$ cat src/rtl/synch_fifo_pkg.sv
// Shared constants for the synchronous FIFO: default geometry and read-mode encodings.
package synch_fifo_pkg;

  // Default geometry
  localparam int unsigned FIFO_WIDTH_DEF  = 32;
  localparam int unsigned FIFO_DEEPTH_DEF = 16;
  localparam int unsigned FIFO_PTR_DEF    = 4;

  // Read-mode encodings for the FWFT parameter
  localparam int unsigned FWFT_REGISTERED  = 0;  // read data registered one cycle after pop
  localparam int unsigned FWFT_FALLTHROUGH = 1;  // head entry presented combinationally

endpackage : synch_fifo_pkg

$ cat src/rtl/synch_fifo_mem.sv
// Storage for the synchronous FIFO: DEPTH x DATA_W register array,
// one synchronous write port and one asynchronous read port. Not reset.
// Ports:
//   clk      - write clock
//   wr_en    - write strobe
//   wr_addr  - write address
//   wr_data  - write data
//   rd_addr  - read address
//   rd_data  - read data (combinational from rd_addr)
module synch_fifo_mem
  import synch_fifo_pkg::*;
#(
  parameter int unsigned DATA_W = FIFO_WIDTH_DEF,
  parameter int unsigned DEPTH  = FIFO_DEEPTH_DEF,
  parameter int unsigned ADDR_W = FIFO_PTR_DEF
) (
  input  logic              clk,
  input  logic              wr_en,
  input  logic [ADDR_W-1:0] wr_addr,
  input  logic [DATA_W-1:0] wr_data,
  input  logic [ADDR_W-1:0] rd_addr,
  output logic [DATA_W-1:0] rd_data
);

  logic [DATA_W-1:0] mem [DEPTH];

  // Write port
  always_ff @(posedge clk) begin
    if (wr_en) begin
      mem[wr_addr] <= wr_data;
    end
  end

  // Asynchronous read port
  assign rd_data = mem[rd_addr];

endmodule : synch_fifo_mem

$ cat src/rtl/synch_fifo_gen2.sv
// Synchronous FIFO with registered or first-word-fall-through read,
// occupancy reporting, programmable almost flags and sticky error flags.
// Ports:
//   fifo_clk, rst                      - clock, async active-high reset
//   fifo_wren, fifo_wrdata             - write request and data
//   fifo_rden                          - read request / pop-acknowledge
//   fifo_flush                         - synchronous discard of contents
//   fifo_err_clr                       - clears overflow/underflow
//   fifo_af_thresh, fifo_ae_thresh     - almost-full / almost-empty thresholds
//   fifo_rddata, fifo_rdvalid          - read data and qualifier
//   fifo_full, fifo_empty              - status
//   fifo_almost_full, fifo_almost_empty- threshold status
//   fifo_data_avail, fifo_room_avail   - occupancy / free entries
//   fifo_overflow, fifo_underflow      - sticky error flags
module synch_fifo_gen2
  import synch_fifo_pkg::*;
#(
  parameter int unsigned FIFO_WIDTH  = FIFO_WIDTH_DEF,
  parameter int unsigned FIFO_DEEPTH = FIFO_DEEPTH_DEF,
  parameter int unsigned FIFO_PTR    = FIFO_PTR_DEF,
  parameter int unsigned FWFT        = FWFT_REGISTERED
) (
  input  logic                  fifo_clk,
  input  logic                  rst,
  input  logic                  fifo_wren,
  input  logic [FIFO_WIDTH-1:0] fifo_wrdata,
  input  logic                  fifo_rden,
  input  logic                  fifo_flush,
  input  logic                  fifo_err_clr,
  input  logic [FIFO_PTR:0]     fifo_af_thresh,
  input  logic [FIFO_PTR:0]     fifo_ae_thresh,
  output logic [FIFO_WIDTH-1:0] fifo_rddata,
  output logic                  fifo_rdvalid,
  output logic                  fifo_full,
  output logic                  fifo_empty,
  output logic                  fifo_almost_full,
  output logic                  fifo_almost_empty,
  output logic [FIFO_PTR:0]     fifo_data_avail,
  output logic [FIFO_PTR:0]     fifo_room_avail,
  output logic                  fifo_overflow,
  output logic                  fifo_underflow
);

  localparam int unsigned       CNT_W     = FIFO_PTR + 1;
  localparam logic [CNT_W-1:0]  DEPTH_CNT = CNT_W'(FIFO_DEEPTH);

  logic [FIFO_PTR-1:0]   wr_ptr;
  logic [FIFO_PTR-1:0]   rd_ptr;
  logic [CNT_W-1:0]      count;
  logic [FIFO_WIDTH-1:0] head_data;
  logic [FIFO_WIDTH-1:0] rd_data_q;
  logic                  rd_valid_q;
  logic                  ovf_q;
  logic                  unf_q;
  logic                  wr_accept;
  logic                  rd_accept;
  logic                  ovf_set;
  logic                  unf_set;

  // Status from the registered count only
  assign fifo_full         = (count == DEPTH_CNT);
  assign fifo_empty        = (count == '0);
  assign fifo_data_avail   = count;
  assign fifo_room_avail   = DEPTH_CNT - count;
  assign fifo_almost_full  = (count >= fifo_af_thresh);
  assign fifo_almost_empty = (count <= fifo_ae_thresh);

  // Accept/reject decisions; flush suppresses both transfers and error detection
  always_comb begin
    wr_accept = 1'b0;
    rd_accept = 1'b0;
    ovf_set   = 1'b0;
    unf_set   = 1'b0;
    if (!fifo_flush) begin
      wr_accept = fifo_wren && !fifo_full;
      rd_accept = fifo_rden && !fifo_empty;
      ovf_set   = fifo_wren && fifo_full;
      unf_set   = fifo_rden && fifo_empty;
    end
  end

  // Pointers and occupancy; pointer wrap relies on power-of-two depth
  always_ff @(posedge fifo_clk or posedge rst) begin
    if (rst) begin
      wr_ptr <= '0;
      rd_ptr <= '0;
      count  <= '0;
    end else if (fifo_flush) begin
      wr_ptr <= '0;
      rd_ptr <= '0;
      count  <= '0;
    end else begin
      if (wr_accept) begin
        wr_ptr <= wr_ptr + FIFO_PTR'(1);
      end
      if (rd_accept) begin
        rd_ptr <= rd_ptr + FIFO_PTR'(1);
      end
      unique case ({wr_accept, rd_accept})
        2'b10:   count <= count + CNT_W'(1);
        2'b01:   count <= count - CNT_W'(1);
        default: count <= count;
      endcase
    end
  end

  // Registered read path: data captured on pop, valid pulses for one cycle
  always_ff @(posedge fifo_clk or posedge rst) begin
    if (rst) begin
      rd_data_q  <= '0;
      rd_valid_q <= 1'b0;
    end else begin
      rd_valid_q <= rd_accept;
      if (rd_accept) begin
        rd_data_q <= head_data;
      end
    end
  end

  // Sticky error flags; a new error wins over a same-cycle clear
  always_ff @(posedge fifo_clk or posedge rst) begin
    if (rst) begin
      ovf_q <= 1'b0;
      unf_q <= 1'b0;
    end else begin
      ovf_q <= ovf_set | (ovf_q & ~fifo_err_clr);
      unf_q <= unf_set | (unf_q & ~fifo_err_clr);
    end
  end

  assign fifo_overflow  = ovf_q;
  assign fifo_underflow = unf_q;

  // Fall-through mode presents the head entry directly
  assign fifo_rddata  = (FWFT == FWFT_FALLTHROUGH) ? head_data   : rd_data_q;
  assign fifo_rdvalid = (FWFT == FWFT_FALLTHROUGH) ? !fifo_empty : rd_valid_q;

  synch_fifo_mem #(
    .DATA_W (FIFO_WIDTH),
    .DEPTH  (FIFO_DEEPTH),
    .ADDR_W (FIFO_PTR)
  ) u_mem (
    .clk     (fifo_clk),
    .wr_en   (wr_accept),
    .wr_addr (wr_ptr),
    .wr_data (fifo_wrdata),
    .rd_addr (rd_ptr),
    .rd_data (head_data)
  );

endmodule : synch_fifo_gen2

$ cat config.mk
export PLATFORM = sky130hd
export DESIGN_NAME = synch_fifo_gen2
export DESIGN_NICKNAME = d
export VERILOG_FILES = /design/src/rtl/synch_fifo_pkg.sv /design/src/rtl/synch_fifo_mem.sv /design/src/rtl/synch_fifo_gen2.sv
export SDC_FILE = /design/constraint.sdc
export NUM_CORES = 1
export LEC_CHECK = 0
export CAP_MARGIN = 20
export CORE_UTILIZATION = 65
export DETAILED_ROUTE_END_ITERATION = 16
export GPL_TIMING_DRIVEN = 0
export HOLD_SLACK_MARGIN = 0.12
export PLACE_DENSITY = 0.95
export SLEW_MARGIN = 20
export SYNTH_ARGS = -nofsm -noshare
export SYNTH_HDL_FRONTEND = slang
export SYNTH_HIERARCHICAL = 1
export SYNTH_SLANG_ARGS = --single-unit
$ cat constraint.sdc
create_clock -name fifo_clk -period 14.92 [get_ports fifo_clk]
set_input_delay 2.984 -clock fifo_clk [delete_from_list [all_inputs] [get_ports fifo_clk]]
set_output_delay 2.984 -clock fifo_clk [all_outputs]
set_load 0.02 [all_outputs]
== Word level (Yosys, flattened, before mapping) ==
Memory sizes are Yosys's and may differ from the RTL's. A register that Yosys moved wholly into a read port is not among the register bits.
Index checks and enable logic that the tools add are counted.
Storage, ports and cells
  input port bits: 48
  output and inout port bits: 49
  word-level logic and storage cells: 44
  flip-flop bits (word level): 16
  memories kept: 1
  memory bits (read-only): 0
  RAM bits: 512
  latch bits: 0
Operators by class
  shift operators: 0
  reduce and logical (&&, ||, !) cells: 10
  eq/ne operators: 3
  div/mod/pow operators: 0
  add/sub/neg operators: 5
  order comparisons: 2
  multiply operators: 0
  bitwise logic cells: 5
  mux-type cells: 12
Memory list
  u_mem.mem: words 16, bits a word 32, read ports 1, clocked after memory_dff 1, write ports 1, line synch_fifo_mem.sv:25  | logic [DATA_W-1:0] mem [DEPTH];
Operators by type and width (number)
  4-bit two-way mux: 4
  5-bit one-hot mux with 2 select lines: 1
  4-bit by 1-bit adder with 4-bit output (second input constant): 2
  1-bit two-way mux: 6
  5-bit by 1-bit adder with 5-bit output (second input constant): 1
  5-bit == test (second input constant): 1
  5-bit greater-or-equal comparator: 1
  5-bit less-or-equal comparator: 1
  5-bit zero test: 1
  5-bit two-way mux: 1
  5-bit by 1-bit subtractor with 5-bit output (second input constant): 1
  5-bit subtractor (first input constant): 1
  1-bit logical AND: 4
  2-bit nonzero test: 2
  3-bit nonzero test: 1
  1-bit AND: 2
  2-bit by 1-bit == test with 1-bit output (second input constant): 1
  2-bit == test (second input constant): 1
  1-bit zero test: 2
  1-bit bitwise OR: 2
  1-bit NOT: 1

== Depth between registers and ports, before layout ==
  depth after elaboration: 7
  mapped depth: 14

== Cells and area by module ==
Netlist, hierarchy kept.
Modules (own cells, without submodules)
  synch_fifo_mem: cells each 806, times used 1, seq. area each 15374.7 um^2, area an instance 19213.4 um^2
  synch_fifo_gen2: cells each 202, times used 1, seq. area each 1201.2 um^2, area an instance 2398.6 um^2

== Worst setup path after synthesis ==
Ideal clock, no wire load.
  kind: input to output
  start point: input fifo_af_thresh[0]
  end point: output fifo_almost_full
  stages on the path: 5
  arrival: 3960 ps
  data required time: 11936 ps
  slack: 7976 ps
  cells stage by stage: ha_1 > nand2b_1 > a21o_1 > a21oi_1 > o21ai_0
On the way
  longest elaborated chain between the ends: 1
Ends and longest elaborated chain
  start: declaration: line synch_fifo_gen2.sv:30  | input logic [FIFO_PTR:0] fifo_af_thresh,
  5-bit greater-or-equal comparator: line synch_fifo_gen2.sv:65  | assign fifo_almost_full = (count >= fifo_af_thresh);
  end: declaration: line synch_fifo_gen2.sv:36  | output logic fifo_almost_full,
Every way passes these cells.

== Final worst setup path ==
  start point: input fifo_ae_thresh[1]
  end point: output fifo_almost_empty
On the way
  longest elaborated chain between the ends: 1
Ends and longest elaborated chain
  start: declaration: line synch_fifo_gen2.sv:31  | input logic [FIFO_PTR:0] fifo_ae_thresh,
  5-bit less-or-equal comparator: line synch_fifo_gen2.sv:66  | assign fifo_almost_empty = (count <= fifo_ae_thresh);
  end: declaration: line synch_fifo_gen2.sv:37  | output logic fifo_almost_empty,
Every way passes these cells.

==> qor.yml <==
grt_pass1_vias: 12512
post_cts.repair.setup_buffers: 0
hold_viol: 0
postRouteAntennaNets: 0
critical_path.most_common_cell: "clkdlybuf4s50_1"
synth_adder_area_share: 0.00926
syn-instance-count: 1008
netlist.area_leader.share: 0.711
core_um2: 32600
cts_tree: "done"
yosysSeqAreaShare: 0.767
hp-class: "flip-flop to flip-flop"
tightest_slew_ns: 1.01
die_w_um: 184
clock.fmax_ghz: 0.125
gr-usage-met2: 0.576
avgSynthCellArea_um2: 21.4
cp-end-kind: "primary output"
grt_max_degree: 32
synth_compound_area_frac: 0.0273
dp_hpwl_mm: 33.2
antenna_found_initial: 1
p_per_area_nw_per_um2: 162
fin_crit_sh: 0.535
synth_edf_count: 512
fill_cells: 1484
drtIter0Drc: 1813
p_leak_nw: 8.21
synth_top_family_by_area: "multiplexers"
synth.most_common_cell: "edfxtp_1"
critPathRequiredTime_ns: 11.94
finalClockSkew_ns: 0.0290
track_usage: 0.357
crit_slowest_cell: "clkdlybuf4s50_1"
clock_latency_ns: 0.59
drv_slew: 0
vdd_ir_drop_max_uv: 134
post_cts_resize_count: 0
synth_top_cell_by_area: "edfxtp_1"
synthMuxAreaShare: 0.152
arrival_ns: 4.99
dp.cells: 1574
cts.clk_slew.worst_paths_ns: 0.06
grt_overflow_total: 0
rows: 66
rsz0062_at_grt: "false"
min_period_ns: 7.98
worstPathCellList: "clkdlybuf4s50_1 > inv_1 > ha_1 > nor2b_1 > o21a_1 > o21ai_0 > a21o_1 > clkdlybuf4s50_1"
slowest_delay_ns: 0.60
grt_first_pass_wirelength_mm: 83.3
drive_gt1_frac: 0.249
status: "completed"
vias: 11921
synthXorXnorAreaFrac: 0.00446
fin_tns_setup_ns: 0
hold_buffers: 0
cts_max_level: 2
wl_per_cell_um: 34.5
finalNetCount: 1250
async_reset_ff_frac: 0.0857
port_buffers: 95
critPathTopFamily: "buffers and inverters"
path_buf_inv: 3
start_util: 0.663
synth_seq_cells: 560
worstPathMaxFanout: 2
setup_viol: 0
cts_sinks: 560
netlist_area_um2: 21600
busiest_layer: "met2"
ys.flop_type: "edfxtp_1"
grt_use_met3: 0.0937
io_pins: 97
startpoint_type: "input port"
maxCapViolCount: 0
root_buffer: "clkbuf_16"
dieArea_um2: 34000
path_class: "input port to primary output"
slew_headroom: 0.329
place_congestion: 0.787
via_per_inst: 7.13
use_met1: 0.450
synth-simple-area-share: 0.0237
die_h_um: 184
cts_buffers: 52
synth_fp_nets: 1072
drc_errors: 0
ys_warn_count: 6
layout.cells.non_filler: 1671
synth_common_cells: "edfxtp_1 (512), mux4_2 (128), a22oi_1 (64)"
clockBufferDepth: 3
totalWireLength_mm: 57.6
synthDistinctLibCells: 43
first_pass_iters: 6
synthToLayoutAreaGrowth_pct: 17.5
synth_area_leaders: "edfxtp_1 (71%), mux4_2 (13%), dfrtp_1 (5.6%), a22oi_1 (2.2%), mux2_2 (1.7%)"
-- state kept, by name, indices dropped and copies added (netlist names) --
register	flops
fifo_underflow	1
fifo_data_avail	5
fifo_rddata	32
wr_ptr	4
fifo_rdvalid	1
u_mem/mem	512
rd_ptr	4
fifo_overflow	1
-- final timing paths --
path / slack (ns) / depth (start not counted) / endpoint / start
min in group asynchronous: 2.72 / 2 / fifo_rddata[4] / rst
setup reg to reg: 10.59 / 10 / u_mem/mem[0][17] / fifo_data_avail[0]
max in group asynchronous: 11.68 / 3 / fifo_rddata[23] / rst
hold / removal: 0.51 / 1 / fifo_rddata[0] / fifo_rddata[0]
setup / recovery: 6.94 / 8 / fifo_almost_empty / fifo_ae_thresh[1]
hold reg to reg: 0.51 / 1 / fifo_rddata[0] / fifo_rddata[0]
-- per-layer routing --
layer | vias to the layer above | wire, um
met5 | - | 0
met4 | 0 | 3100
met3 | 228 | 7290
met2 | 1129 | 28300
met1 | 6027 | 18800
li1 | 4537 | -
-- where the power goes --
part / internal (mW) / total [mW] / switching [mW]
Sequential: 1.79 / 1.85 / 0.0528
Combinational: 0.442 / 0.932 / 0.490
Clock: 0.761 / 1.34 / 0.576
-- through the flow --
step | utilization | area (um^2) | hold WS (ns) | setup slack, ns | total power, mW
finish | 0.778 | 25400 | 0.512 | 6.94 | 4.12
global route | 0.778 | 25400 | 0.532 | 6.78 | 4.23
CTS | 0.778 | 25400 | 0.516 | 6.92 | 4.12
detailed placement | 0.727 | 23700 | 0.498 | 6.93 | 2.78
global placement | 0.709 | 23100 | 0.490 | 5.74 | 2.71
floorplan | - | 21600 | 0.549 | 7.98 | 2.43
-- cell usage in the layout, fill, tap and decap left out, types with 12 or more instances in the layout --
cell type,n
edfxtp_1,512
dfrtp_1,48
nor2_1,16
clkbuf_16,53
mux2_2,32
clkbuf_1,35
ha_1,16
mux4_2,128
a22oi_1,64
buf_16,12
inv_1,14
buf_4,29
nand2_1,42
nor2_4,12
clkdlybuf4s50_1,95
-- cell families (layout without fill, tap and decap cells) --
| logic type | after synthesis | in the layout |
|---|---|---|
| buf+inv | 70 | 289 |
| xor+xnor | 11 | 11 |
| other cells | 0 | 2 |
| simple gates | 106 | 106 |
| fa+ha+maj | 16 | 16 |
| mux | 164 | 164 |
| flops | 560 | 560 |
| compound gates | 81 | 81 |
-- cell type report --
cell class	count	area (um^2)	area share
sequential	560	16600	0.653
antenna	2	5.00	0.000197
clock buffer	68	1390	0.0549
multi-input combinational	378	4790	0.189
timing repair buffer	124	1430	0.0563
clock inverter	27	283	0.0111
inverter	16	67.6	0.00266
buffer	54	289	0.0114
tap	442	553	0.0218
-- worst register-to-register path: cells and delay by family (launching register included) --
kind,cells,cell delay [ns]
simple gates,5,2.19
fa+ha+maj,2,0.52
flops,1,0.52
buf+inv,3,0.77
No activity file was read; power rests on OpenSTA's default activity.
